==> config.mk <==
export PLATFORM = sky130hd
export DESIGN_NAME = psdsquare
export DESIGN_NICKNAME = d
export VERILOG_FILES = /design/src/rtl/psdsquare_pkg.sv /design/src/rtl/psdsquare_round.sv /design/src/rtl/psdsquare.sv
export SDC_FILE = /design/constraint.sdc
export NUM_CORES = 1
export LEC_CHECK = 0
export CAP_MARGIN = 0
export CORE_MARGIN = 10
export CORE_UTILIZATION = 40
export DETAILED_ROUTE_END_ITERATION = 6
export GPL_ROUTABILITY_DRIVEN = 0
export HOLD_SLACK_MARGIN = 0.1
export SYNTH_ARGS = -nofsm -noshare
export SYNTH_HDL_FRONTEND = slang
export SYNTH_SLANG_ARGS = --single-unit
==> constraint.sdc <==
create_clock -name clock -period 5.02 [get_ports clock]
set_input_delay 1.004 -clock clock [delete_from_list [all_inputs] [get_ports clock]]
set_output_delay 1.004 -clock clock [all_outputs]
set_load 0.02 [all_outputs]
==> src/rtl/psdsquare_pkg.sv <==
// psdsquare_pkg: fixed-point format shared by psdsquare and the square-root unit.
// Holds the FSM state type, default widths and the rounding constant.
package psdsquare_pkg;

   typedef enum logic [1:0] {
      IDLE,
      CALC,
      ROUND
   } state_t;

   localparam int NBITS_DEF   = 32;
   localparam int DECIMAL_DEF = 4;

   // operand width and full product width
   localparam int N_DEF = NBITS_DEF / 2 + DECIMAL_DEF;
   localparam int P_DEF = NBITS_DEF + 2 * DECIMAL_DEF;

   // half an LSB of the integer result, in product units
   localparam longint RND_DEF = 64'(1) << (2 * DECIMAL_DEF - 1);

   function automatic longint rnd_const(input int dec);
      return 64'(1) << (2 * dec - 1);
   endfunction

endpackage

==> src/rtl/psdsquare_round.sv <==
// psdsquare_round: reduces the P-bit product to the NBITS integer square.
// Build option PSDSQUARE_ROUND_EN selects round-to-nearest, else floor.
module psdsquare_round
   import psdsquare_pkg::*;
#(
   parameter int NBITS   = NBITS_DEF,
   parameter int DECIMAL = DECIMAL_DEF
) (
   input  logic [NBITS+2*DECIMAL-1:0] acc,
   output logic [NBITS-1:0]           sq
);

   localparam int P = NBITS + 2 * DECIMAL;
   localparam int F = 2 * DECIMAL;

`ifdef PSDSQUARE_ROUND_EN
   localparam logic [P:0] RND = (P+1)'(rnd_const(DECIMAL));

   logic [P:0] sum;
   logic       unused_rnd;

   // add half an LSB before dropping the fraction; ties cannot occur
   always_comb begin
      sum = {1'b0, acc} + RND;
      sq = sum[F +: NBITS];
   end

   assign unused_rnd = ^{sum[P], sum[F-1:0]};
`else
   logic unused_frac;

   // floor: the fraction bits are simply discarded
   always_comb begin
      sq = acc[F +: NBITS];
   end

   assign unused_frac = ^acc[F-1:0];
`endif

endmodule

==> src/rtl/psdsquare.sv <==
// psdsquare: sequential shift-add fixed-point squarer, one multiplier bit per clock.
// Build option PSDSQUARE_ROUND_EN: round-to-nearest result (default floor).
module psdsquare
   import psdsquare_pkg::*;
#(
   parameter int NBITS   = NBITS_DEF,
   parameter int DECIMAL = DECIMAL_DEF
) (
   input  logic                       clock,
   input  logic                       reset,
   input  logic                       start,
   input  logic [NBITS/2+DECIMAL-1:0] xin,
   output logic                       busy,
   output logic                       done,
   output logic [NBITS-1:0]           sq
);

   localparam int N     = NBITS / 2 + DECIMAL;
   localparam int P     = NBITS + 2 * DECIMAL;
   localparam int CNT_W = $clog2(N);

   state_t           state_q, state_d;
   logic [P-1:0]     acc_q, acc_d;
   logic [P-1:0]     mcand_q, mcand_d;
   logic [N-1:0]     mplier_q, mplier_d;
   logic [CNT_W-1:0] cnt_q, cnt_d;
   logic             busy_d;
   logic             done_d;
   logic [NBITS-1:0] sq_d;
   logic [NBITS-1:0] sq_rnd;

   psdsquare_round #(
      .NBITS   (NBITS),
      .DECIMAL (DECIMAL)
   ) u_round (
      .acc (acc_q),
      .sq  (sq_rnd)
   );

   // next-state, datapath and registered-output values
   always_comb begin
      state_d  = state_q;
      acc_d    = acc_q;
      mcand_d  = mcand_q;
      mplier_d = mplier_q;
      cnt_d    = cnt_q;
      busy_d   = busy;
      done_d   = 1'b0;
      sq_d     = sq;
      unique case (state_q)
         IDLE: begin
            if (start) begin
               mcand_d  = P'(xin);
               mplier_d = xin;
               acc_d    = '0;
               cnt_d    = CNT_W'(N - 1);
               busy_d   = 1'b1;
               state_d  = CALC;
            end
         end
         CALC: begin
            // multiplicand pre-shifted each step instead of barrel shift
            if (mplier_q[0]) begin
               acc_d = acc_q + mcand_q;
            end
            mcand_d  = mcand_q << 1;
            mplier_d = mplier_q >> 1;
            if (cnt_q == '0) begin
               state_d = ROUND;
            end else begin
               cnt_d = cnt_q - 1'b1;
            end
         end
         ROUND: begin
            sq_d    = sq_rnd;
            done_d  = 1'b1;
            busy_d  = 1'b0;
            state_d = IDLE;
         end
         default: begin
            state_d = IDLE;
         end
      endcase
   end

   // state, datapath and output registers; reset discards any operation
   always_ff @(posedge clock or negedge reset) begin
      if (!reset) begin
         state_q  <= IDLE;
         acc_q    <= '0;
         mcand_q  <= '0;
         mplier_q <= '0;
         cnt_q    <= '0;
         busy     <= 1'b0;
         done     <= 1'b0;
         sq       <= '0;
      end else begin
         state_q  <= state_d;
         acc_q    <= acc_d;
         mcand_q  <= mcand_d;
         mplier_q <= mplier_d;
         cnt_q    <= cnt_d;
         busy     <= busy_d;
         done     <= done_d;
         sq       <= sq_d;
      end
   end

endmodule

; Yosys cells after proc, flatten, opt, wreduce, memory -nomap -nowiden
; Cells that the tools add are included.
; W data, S select, Z words.
[totals]
reg_bits = 141
input_bits = 23
output_inout_bits = 34
word_cells = 41
[classes]
n_addsub = 2
eq_ne = 6
muxes = 16
n_reduce_logical = 9
[op_table]
columns = cell, count
row1 = $pmux W40 S2, 2
row2 = $mux W40, 3
row3 = $add A40 B40 Y40, 1
row4 = $pmux W20 S2, 1
row5 = $mux W20, 1
row6 = $mux W5, 2
row7 = $pmux W5 S2, 1
row8 = $ne A2 B2 Y1 const B, 4
row9 = $reduce_and A2 Y1, 3
row10 = $reduce_and A3 Y1, 2
row11 = $logic_not A5 Y1, 1
row12 = $sub A5 B1 Y5 const B, 1
row13 = $mux W2, 2
row14 = $pmux W2 S2, 1
row15 = $reduce_bool A2 Y1, 2
row16 = $eq A2 B1 Y1 const B, 1
row17 = $eq A2 B2 Y1 const B, 1
row18 = $logic_not A2 Y1, 1
row19 = $mux W1, 2
row20 = $pmux W1 S2, 1

; Logic depth before layout (Yosys ltp)
; Gate-level depths: netlist (run 1).
[depth]
word_depth = 3
depth_mapped = 10
ltp_nobuf = 10

; By module
; A second synthesis (run 1) with hierarchy kept.
[unflattened]
cells_unflattened = 803
area_unflattened_um2 = 7837.5
[modules_own_cells]
columns = module, instances, cells_each, area_per_inst_um2, seq_area_each_um2
row1 = psdsquare, 1, 771, 7597.3, 3528.4
row2 = psdsquare_round, 1, 32, 240.2, 0.0

; Worst setup path before layout (run 1)
; Ideal clock, no wire load.
[synth_path]
kind = reg-to-reg
startpoint = reg acc_q[0]
endpoint = reg acc_q[38]
setup_ns = 0.142
arrival_ns = 2.533
t_required_ns = 4.878
path_slack_ns = 2.345
stages_incl_launch_ff = 11
n_path_buf = 0
synth_period_minus_slack_ns = 2.675
cell_sequence = dfrtp_1 -> ha_1 -> fa_1 -> a21o_2 -> a311oi_1 -> nor3_2 -> o2111a_1 -> o21ai_2 -> nand2_1 -> o311ai_0 -> o211ai_1
[synth_via]
elab_chain_len = 3
[synth_rtl]
columns = element, line_no
row1 = start: declaration, psdsquare.sv:23  ; logic [P-1:0] acc_q, acc_d;
row2 = start signal: assignment, psdsquare.sv:90  ; acc_q <= '0;
row3 = start signal: assignment, psdsquare.sv:99  ; acc_q <= acc_d;
row4 = $add A40 B40 Y40, psdsquare.sv:64  ; acc_d = acc_q + mcand_q;
row5 = $mux W40, psdsquare.sv:63  ; if (mplier_q[0]) begin
row6 = $pmux W40 S2, psdsquare.sv:50  ; unique case (state_q)
; No other way between the ends. The select of a mux whose other input is x is not followed.
; A chain may end at the register's enable or synchronous reset.

; Final worst setup path (run 1)
[layout_path]
startpoint = reg mcand_q[0]
endpoint = reg acc_q[38]
[layout_via]
elab_chain_len = 3
[layout_rtl]
columns = element, line_no
row1 = start: declaration, psdsquare.sv:24  ; logic [P-1:0] mcand_q, mcand_d;
row2 = start signal: assignment, psdsquare.sv:100  ; mcand_q <= mcand_d;
row3 = $add A40 B40 Y40, psdsquare.sv:64
row4 = $mux W40, psdsquare.sv:63
row5 = $pmux W40 S2, psdsquare.sv:50
; No other way between the ends. The select of a mux whose other input is x is not followed.

==> summary.md, run 1 <==
| Metric | Value |
|---|---|
| Hold Slack | around 0.48 ns |
| Synthesized area | roughly 7800 um2 |
| DR iter-0 viols | between 300 and 400 |
| Critical Path Sink Type | flip-flop |
| Max-slew violation count | 0 |
| Flops & latches, synth | about 140 |
| Fmax achieved | 333.8 MHz |
| Area of the multi-input gates | between 4000 and 5000 um2 |
| Die area | 25370 um2 |
| Slew headroom | between 30 and 40% |
| FILL cells | approximately 1800 |
| GRT Overall Usage | about 14% |
| Core box area | 18890 um2 |
| Yosys cell types | 80 |
| Sum of routed wire length over all layers | ~18000 um |
| Vias per inst | 5.364 |
| DIE HEIGHT | around 160 um |
| Critical Path Start Type | flip-flop |
| Largest net degree at the start of global routing | 81 |
| Switching pwr | between 0.002 and 0.003 W |
| Syn nets | 851 |
| Register area | approximately 3500 um2 |
| MaxCap Viol Count | 0 |
| Clock latency on the worst-skew pair | 0.43 ns |
| WL/cell | 16.39 um |
| Share of power burned in registers | between 30% and 40% |
| Antenna violations before repair | 0 |
| Skew final | roughly 0.0094 ns |
| Fraction of registers with async set/reset | 100.0% |
| Max VDD drop | 335.0 uV |
| Clk root buf | clkbuf_16 |
| Int Pwr | 0.003582 W |
| Drt drc | 0 |
| Final HPWL DP | between 10000 and 15000 um |
| Register clock-pin slew on the reported worst setup and hold paths | ~0.06 ns |
| # rows | 50 |
| Tightest Pin Transition | slightly above 0.9 ns |
| Hold Fails Final Rpt | 0 |
| Ports | between 50 and 60 |
| Max H-tree Level | 4 |
| Seq/Total Area, Yosys | 45.47% |
| Global route overflow | 0 |
| Post_cts resized | 0 |
| Status | finished, final reports clean |
| CTS tree | built |
| Lkg Pwr | between 4 and 5 nW |
| Post-route ant nets | 0 |
| Cells after DPL | approximately 1100 |
| TritonRoute pass-1 iters | 5 |
| Via count | a little under 6000 |
| Setup ws final | about 2 ns |
| Die width | between 150 and 200 um |
| Ys flop type | dfrtp_1 |
| Fraction of layout cells with a size suffix above 1 | between 10% and 20% |
| CTS Sinks | 141 |
| Pre-CTS WS | around 2 ns |
| Sw Share | ~43% |
| Port-buffer cells | 56 |
| Non-filler cells in the finished layout | between 1000 and 1500 |
| Post-layout net count | 887 |
| Crit path max fanout | 4 |
| Avg Synthesized Cell Area | 9.873 um2 |
| Setup CP Type | reg2reg |
| Initial core utilization | approximately two fifths |
| Global-route wire length before repair | ~30000 um |
| Period utilization | 59.68% |
| EDFF count, synth | 0 |
| Antenna cell count | 0 |
| Clock tree buffer depth | 2 |
| Worst Path Required | between 5 and 6 ns |
| Worst path arrival time | around 3.3 ns |
| Setup violators final | 0 |
| Number of global-route vias before repair | between 5000 and 6000 |
| Cells after synthesis | 786 |
| Clk pwr share | between 10% and 20% |
| Syn-to-layout area delta | 16.69% |
| Combinational power share | about half |
| Num CTS Buffers | 17 |
| Hold Crit Class | reg2reg |
| RSZ-0062 raised after global routing | no |
| Setup Fix Bufs, Post-CTS | 0 |
| Yosys warnings | 0 |
| Minimum clock period | about 3.0 ns |
| Hold_buf cts | 0 |
| Pwr Density | 692.6 nW/um2 |
| Setup TNS | 0 ns |
stage by stage:
| stage | util, % | power (W) | instance area, um2 |
|---|---|---|---|
| floorplan | - | 0.004268 | 7760 |
| global placement | 45.00 | 0.005066 | 8502 |
| detailed placement | 45.00 | 0.005097 | 8502 |
| CTS | 47.93 | 0.006324 | 9055 |
| global route | 47.93 | 0.006815 | 9055 |
| finish | 47.93 | 0.006272 | 9055 |
metal layers:
layer / share of wire, % / wire, um / global-route usage (%) / up-vias
met3: 3.2 / 581 / 3.047 / 20
li1: - / - / - / 2920
met1: 48 / 8676 / 18.96 / 2836
met2: 47 / 8435 / 22.85 / 98
met5: 0 / 0 / 0 / -
met4: 1.4 / 250 / 4.676 / 0
placed cells by master, fill, tap and decap left out, types with 4 or more instances in the layout:
master           instances
xnor2_1                 19
o211ai_1                 5
inv_1                    7
o21bai_1                 6
nor3_1                   5
o21ai_0                 87
a21oi_2                  4
nand2_1                115
nor2b_1                 19
a21oi_1                 70
a22o_1                  24
o21a_1                   4
a31oi_1                  7
mux2_2                  33
ha_1                    41
buf_4                    5
and3_1                   5
nand4_1                 10
nand3_1                  7
xor2_1                  16
o31ai_1                  4
a21o_1                  19
dfrtp_1                141
clkdlybuf4s50_1         55
clkinv_2                 6
clkbuf_16               17
nor2_1                  20
area by class of cell:
cell class | count | share of cell area, %
inverters | 7 | 0.2902
flip-flops and latches | 141 | 38.97
multi-input cells | 594 | 44.42
clock inverters | 11 | 1.023
clock buffers | 21 | 5.085
well taps | 260 | 3.593
repair buffers | 61 | 6.619
logic make-up after synthesis:
kind of cell	count (synthesis)	synth area share, %
and+or+nand+nor	216	13.50
xor gates and xnor gates	35	3.950
adders and majority gates	42	6.869
buffers and inverters	51	2.999
DFF	141	45.47
AOI/OAI and AO/OA	265	22.04
muxes	36	5.176
state kept, by name, indices dropped and copies added (netlist names):
name      cells
acc_q        40
mcand_q      40
sq           32
mplier_q     20
cnt_q         5
state_q       2
busy          1
done          1
cell usage after synthesis (all sizes together) (2+ instances only):
library cell,n,area (um2)
o21a,4,30.03
inv,7,26.28
o31ai,4,30.03
and4,3,26.28
nand4,10,62.56
nor2b,20,125.1
and3,8,53.80
mux2i,3,30.03
buf,10,58.81
xnor2,19,166.4
a21oi,74,385.4
nand3,8,45.04
o311ai,2,35.04
a31oi,8,56.30
and2,2,13.77
dfrtp,141,3528
and3b,3,26.28
nand3b,3,22.52
a211o,2,17.52
a21o,20,151.4
nor2,22,85.09
o21ai,91,459.2
or3,2,12.51
a22oi,2,15.01
nor3,6,35.03
or3b,2,20.02
nor3b,3,22.52
a211oi,3,22.52
ha,41,513.0
o211ai,6,50.05
a2111oi,2,42.54
nand2,116,437.9
o21bai,7,52.55
a221oi,2,17.52
a22o,25,220.2
xor2,16,140.1
mux2,33,371.6
nand2b,3,18.77
clkbuf,33,135.1
power by group through the flow:
stage          clock network [W]  logic (W)  registers (W)
6_report                 0.00120    0.00310        0.00197
3_3_place_gp                   0    0.00307        0.00199
5_1_grt                  0.00128    0.00350        0.00204
2_1_floorplan                  0    0.00230        0.00197
3_5_place_dp                   0    0.00310        0.00200
4_1_cts                  0.00123    0.00312        0.00198
final timing paths:
kind / start / endpoint / slack [ns] / cells after the start
worst max-delay path: mcand_q[0] / acc_q[38] / 2.02 / 10
worst min-delay path: mplier_q[10] / mplier_q[10] / 0.48 / 2
worst max register to register: mcand_q[0] / acc_q[38] / 2.02 / 10
worst min register to register: mplier_q[10] / mplier_q[10] / 0.48 / 2
max in group asynchronous: reset / mcand_q[15] / 3.42 / 2
min in group asynchronous: reset / sq[17] / 0.61 / 1
critical path: stages, from the launching register on:
cell and delay, ns:
dfrtp_1 0.40, ha_1 0.22, fa_1 0.40, a21o_2 0.23, a311oi_1 0.43, nor3_2 0.13, o2111a_1 0.30, o21ai_2 0.15
nand2_1 0.12, o311ai_0 0.34, o211ai_1 0.14
(Power assumes the default switching activity.)
==> run 2, diff against run 1 <==
clock period = 2.9 ns   (was 5.02 ns; I/O delays follow)
==> summary.md, run 2 (same netlist as run 1, synthesis figures left out) <==
| Metric | Value |
|---|---|
| Status | finished, final reports clean |
| Via count | 5902 (+0.48%) |
| Drt drc | 0 (unchanged) |
| Ports | 57 (unchanged) |
| Post-route ant nets | 0 (unchanged) |
| # rows | 50 (unchanged) |
| Clock tree buffer depth | 2 (unchanged) |
| Minimum clock period | 2.747 ns (-0.2484 ns) |
| Port-buffer cells | 56 (unchanged) |
| Most frequent cells in the layout | dfrtp_1 (141), nand2_1 (114), o21ai_0 (87) |
| Antenna violations before repair | 0 (unchanged) |
| CTS tree | built |
| Period utilization | 94.74% (+35 points) |
| Clk root buf | clkbuf_16 |
| Clock latency on the worst-skew pair | 0.43 ns (about the same) |
| Worst path arrival time | 3.04 ns (-0.25 ns) |
| Number of global-route vias before repair | 5971 (+1.8%) |
| Setup Fix Bufs, Post-CTS | 0 (unchanged) |
| Initial core utilization | 41.07% (unchanged) |
| Core box area | 18890 um2 (unchanged) |
| Vias per inst | 5.303 (-1.1%) |
| Setup violators final | 0 (unchanged) |
| FILL cells | 1859 (+2.2%) |
| Register clock-pin slew on the reported worst setup and hold paths | 0.06 ns (about the same) |
| CTS Sinks | 141 (unchanged) |
| Leading cell type in the layout, fill and taps excluded | dfrtp_1 |
| Die width | 159.3 um (unchanged) |
| DIE HEIGHT | 159.3 um (unchanged) |
| Cells after DPL | 1081 (+1.7%) |
| Sum of routed wire length over all layers | 17830 um (-0.61%) |
| Area of the multi-input gates | 4048 um2 (+0.62%) |
| DR iter-0 viols | 333 (+6.7%) |
| Slew headroom | 42.55% (+3.7 points) |
| Num CTS Buffers | 17 (unchanged) |
| Max H-tree Level | 4 (unchanged) |
| Hold Crit Class | in2async |
| Fraction of layout cells with a size suffix above 1 | 14.65% (+2.6 points) |
| TritonRoute pass-1 iters | 4 (-1) |
| Critical Path Sink Type | flip-flop |
| Hold Fails Final Rpt | 0 (unchanged) |
| Post-layout net count | 905 (+2.0%) |
| GRT Overall Usage | 14.34% (about the same) |
| Fmax achieved | 364.0 MHz (+9.0%) |
| Non-filler cells in the finished layout | 1113 (+1.6%) |
| Tightest Pin Transition | 0.8618 ns (-0.05507 ns) |
| Global-route wire length before repair | 30340 um (+0.18%) |
| Lkg Pwr | 4.221 nW (+2.7%) |
| Max-slew violation count | 0 (unchanged) |
| Antenna cell count | 0 (unchanged) |
| Core Util, Final | 49.19% (+1.3 points) |
| Register area | 3528 um2 (unchanged) |
| Final HPWL DP | 12850 um (+2.5%) |
| Pwr Density | 1210 nW/um2 (+75%) |
| MaxCap Viol Count | 0 (unchanged) |
| Critical Path Start Type | flip-flop |
| Largest net degree at the start of global routing | 73 (-9.9%) |
| Global route overflow | 0 (unchanged) |
| Die area | 25370 um2 (unchanged) |
| Syn-to-layout area delta | 19.77% |
| WL/cell | 16.02 um (-2.2%) |
| Worst Path Required | 3.19 ns (-2.12 ns) |
| Skew final | 0.01340 ns (+0.004024 ns) |
| Max VDD drop | 513.1 uV (+53%) |
| Crit path max fanout | 4 (unchanged) |
| Setup CP Type | reg2reg |
| Largest registers | acc_q: 40 flops, mcand_q: 40 flops, sq: 32 flops |
==> run 2: changes by cell type in the layout (fill, tap and decap cells not counted), sizes merged <==
cell / delta
inv: -1
bufinv: +1
buf: +18
clkinv: -4
clkbuf: +2
clkinvlp: +2
==> run 2: metrics by stage <==
stage                      TNS [ns]  power [W]  hold slack, ns  area [um2]  worst slack [ns]
after CTS                         0    0.01131          0.1491        9269           0.01328
after floorplan                   0   0.007388          0.2844        7760            0.2253
after global routing      -0.002545    0.01219          0.1636        9294         -0.002545
after detailed placement          0   0.009045          0.4660        8662           0.04612
after global placement            0   0.008967          0.4631        8662            0.1093
final                             0    0.01125          0.1238        9294            0.1526
==> run 2: per-layer routing <==
layer	wire length, um	up-vias	track usage (%)
li1	-	2960	-
met1	8494	2848	18.36
met4	184	0	3.749
met2	8587	84	23.61
met5	0	-	0
met3	569	10	3.615
==> run 2: worst max-delay path, cell delays in order (launching register included) <==
cell,delay [ns]
dfrtp_1,0.39
ha_1,0.24
fa_2,0.35
a21o_2,0.23
a311oi_2,0.26
buf_4,0.15
nor3_2,0.05
o211ai_2,0.24
a21oi_1,0.12
a2111oi_2,0.34
xor2_1,0.18
o21ai_1,0.07
==> run 2: power breakdown <==
| group | total [W] | switching, W | internal (W) |
|---|---|---|---|
| Combinational | 0.00562 | 0.00324 | 0.00239 |
| Sequential | 0.00340 | 0.000614 | 0.00278 |
| Clock | 0.00222 | 0.000847 | 0.00138 |
==> run 2: timing repair <==
action                                 CTS  global route
endpoints found under the hold margin    0             0
resized for setup                        0             6
hold buffers                             0             0
setup endpoints to repair                0             4
==> run 2: worst paths after layout <==
check	to	cells past startpoint	start	slack [ns]
hold reg to reg	busy	2	busy	0.48
hold / removal	sq[17]	1	reset	0.12
setup reg to reg	acc_q[32]	11	acc_q[0]	0.15
min in group clock	busy	2	busy	0.48
max in group asynchronous	mcand_q[4]	2	reset	2.11
setup / recovery	acc_q[32]	11	acc_q[0]	0.15
==> run 2: area by class of cell <==
cell class              count  share of cell area [%]
clock buffers              23                   5.358
clock inverters             9                   1.171
inverters                   7                  0.2827
multi-input cells         594                   43.55
flip-flops and latches    141                   37.96
well taps                 260                   3.500
repair buffers             79                   8.172
==> run 3, diff against run 2 <==
CTS_CLUSTER_DIAMETER = 40   (was default)
PLACE_DENSITY_LB_ADDON = 0.3   (was default)
==> summary.md, run 3 (same netlist as run 1, synthesis figures left out) <==
| Metric | Value |
|---|---|
| Reg-to-Reg Start | acc_q[0] |
| Worst Path Required | 3.20 ns (about the same) |
| Skew final | 0.008944 ns (-0.004458 ns) |
| Pwr Density | 1201 nW/um2 (-0.78%) |
| Leading cell type in the layout, fill and taps excluded | dfrtp_1 |
| Number of global-route vias before repair | 5867 (-1.7%) |
| Most frequent cells in the layout | dfrtp_1 (141), nand2_1 (115), o21ai_0 (87) |
| Clock latency on the worst-skew pair | 0.43 ns (about the same) |
| Ports | 57 (unchanged) |
| Minimum clock period | 2.712 ns (-0.03490 ns) |
| Max incr delay on CP | 0.40 ns (about the same) |
| Drt drc | 0 (unchanged) |
| Clk root buf | clkbuf_16 |
| Max VDD drop | 722.0 uV (+41%) |
| Register clock-pin slew on the reported worst setup and hold paths | 0.06 ns (about the same) |
| Setup CP Type | reg2reg |
| Initial core utilization | 41.07% (unchanged) |
| Setup violators final | 0 (unchanged) |
| Antenna violations before repair | 0 (unchanged) |
| Port-buffer cells | 56 (unchanged) |
| RSZ-0062 raised after global routing | no |
| Worst path cell trace | ha_1, fa_1, a21o_2, a311oi_2, nor3_2, o211ai_2, a21oi_1, a2111oi_2, xor2_1, o21ai_1 |
| Status | finished, final reports clean |
| Largest registers | acc_q: 40 flops, mcand_q: 40 flops, sq: 32 flops |
| Final HPWL DP | 12380 um (-3.7%) |
| Crit path launch | acc_q[0] |
| Largest net degree at the start of global routing | 82 (+12%) |
| Hold path startpoint | busy |
| # rows | 50 (unchanged) |
| Num CTS Buffers | 17 (unchanged) |
| Global route overflow | 0 (unchanged) |
| Setup TNS | 0 ns (unchanged) |
| CTS tree | built |
| Tightest Pin Transition | 0.5197 ns (-0.3421 ns) |
| MaxCap Viol Count | 0 (unchanged) |
| Vias per inst | 5.347 (+0.84%) |
| DIE HEIGHT | 159.3 um (unchanged) |
| Crit path max fanout | 4 (unchanged) |
| Worst path slowest cell | fa_1 |
| Hold Fails Final Rpt | 0 (unchanged) |
| Instance area after placement | 8612 um2 (-0.58%) |
| Syn-to-layout area delta | 18.77% |
| DR iter-0 viols | 375 (+13%) |
| Hold Crit Class | reg2reg |
| Die width | 159.3 um (unchanged) |
| Lkg Pwr | 4.198 nW (-0.53%) |
| Via count | 5914 (+0.20%) |
| Clock tree buffer depth | 2 (unchanged) |
| Post-route ant nets | 0 (unchanged) |
| Max-slew violation count | 0 (unchanged) |
| TritonRoute pass-1 iters | 4 (unchanged) |
| Fraction of layout cells with a size suffix above 1 | 12.88% (-1.8 points) |
| Die area | 25370 um2 (unchanged) |
| Final instance area | 9216 um2 (-0.83%) |
| WL/cell | 15.80 um (-1.4%) |
| CTS Sinks | 141 (unchanged) |
| Post-layout net count | 898 (-0.77%) |
| Antenna cell count | 0 (unchanged) |
| Period utilization | 93.53% (-1.2 points) |
| Slew headroom | 65.35% (+23 points) |
| Critical Path Start Type | flip-flop |
| Worst path arrival time | 3.01 ns (-0.03 ns) |
| Global-route wire length before repair | 29970 um (-1.2%) |
| Critical Path Sink Type | flip-flop |
| Sum of routed wire length over all layers | 17480 um (-2.0%) |
| Max H-tree Level | 4 (unchanged) |
| GRT Overall Usage | 14.07% (-0.28 points) |
| Fmax achieved | 368.7 MHz (+1.3%) |
| Core box area | 18890 um2 (unchanged) |
## run 3: final timing paths
| check | cells past startpoint | slack, ns | end |
|---|---|---|---|
| worst min register to register | 2 | 0.48 | busy |
| worst max-delay path | 10 | 0.19 | acc_q[32] |
| max in group asynchronous | 3 | 1.55 | mplier_q[12] |
| worst min-delay path | 2 | 0.48 | busy |
| min in group asynchronous | 2 | 0.62 | mcand_q[27] |
| worst max register to register | 10 | 0.19 | acc_q[32] |
## run 3: critical path, delay by kind of cell (launching register included)
kind / cells / cell delay [ns]
AO/OA/AOI/OAI: 6 / 1.28
adder cells (fa/ha/maj): 2 / 0.64
flip-flops: 1 / 0.38
XOR/XNOR: 1 / 0.18
AND/OR/NAND/NOR: 1 / 0.12
## run 3: per-layer routing
layer / wire, um / share of wire [%] / global-route usage [%] / vias up
li1: - / - / - / 2950
met1: 8386 / 48 / 18.29 / 2877
met2: 8392 / 48 / 22.68 / 74
met3: 533 / 3.1 / 3.486 / 13
met4: 162 / 0.93 / 4.044 / 0
met5: 0 / 0 / 0 / -
## run 3: area by class of cell
cell class | instances | area [um2]
clock buffer | 26 | 499.2
clock inverter | 6 | 82.58
fill | 1800 | 9677
inverter | 7 | 26.28
multi-input combinational | 594 | 4033
sequential | 141 | 3528
tap | 260 | 325.3
timing repair buffer | 72 | 721.9
## run 3: through the flow
| stage | hold slack (ns) | utilization, % | total power [W] | cells | worst slack (ns) |
|---|---|---|---|---|---|
| after floorplan | 0.2844 | - | 0.007388 | 786 | 0.2253 |
| after global placement | 0.4619 | 45.58 | 0.008865 | 1073 | 0.04890 |
| after detailed placement | 0.4679 | 45.58 | 0.008943 | 1073 | 0.02881 |
| after CTS | 0.4822 | 48.72 | 0.01114 | 1106 | 0.002963 |
| after global routing | 0.5033 | 48.78 | 0.01200 | 1106 | 0.006473 |
| final | 0.4753 | 48.78 | 0.01106 | 1106 | 0.1875 |
## run 3: power by group
group / leakage (nW) / internal [W] / switching, W
clock: 0.284 / 0.00135 / 0.000803
sequential: 1.83 / 0.00279 / 0.000616
combinational: 2.08 / 0.00233 / 0.00318
total: 4.20 / 0.00647 / 0.00460
## run 3: repair_timing
item	CTS	global route
hold buffers	1	0
gates resized for setup	0	3
setup buffers	0	0
hold endpoints to repair	33	0
endpoints found under the setup margin	0	6
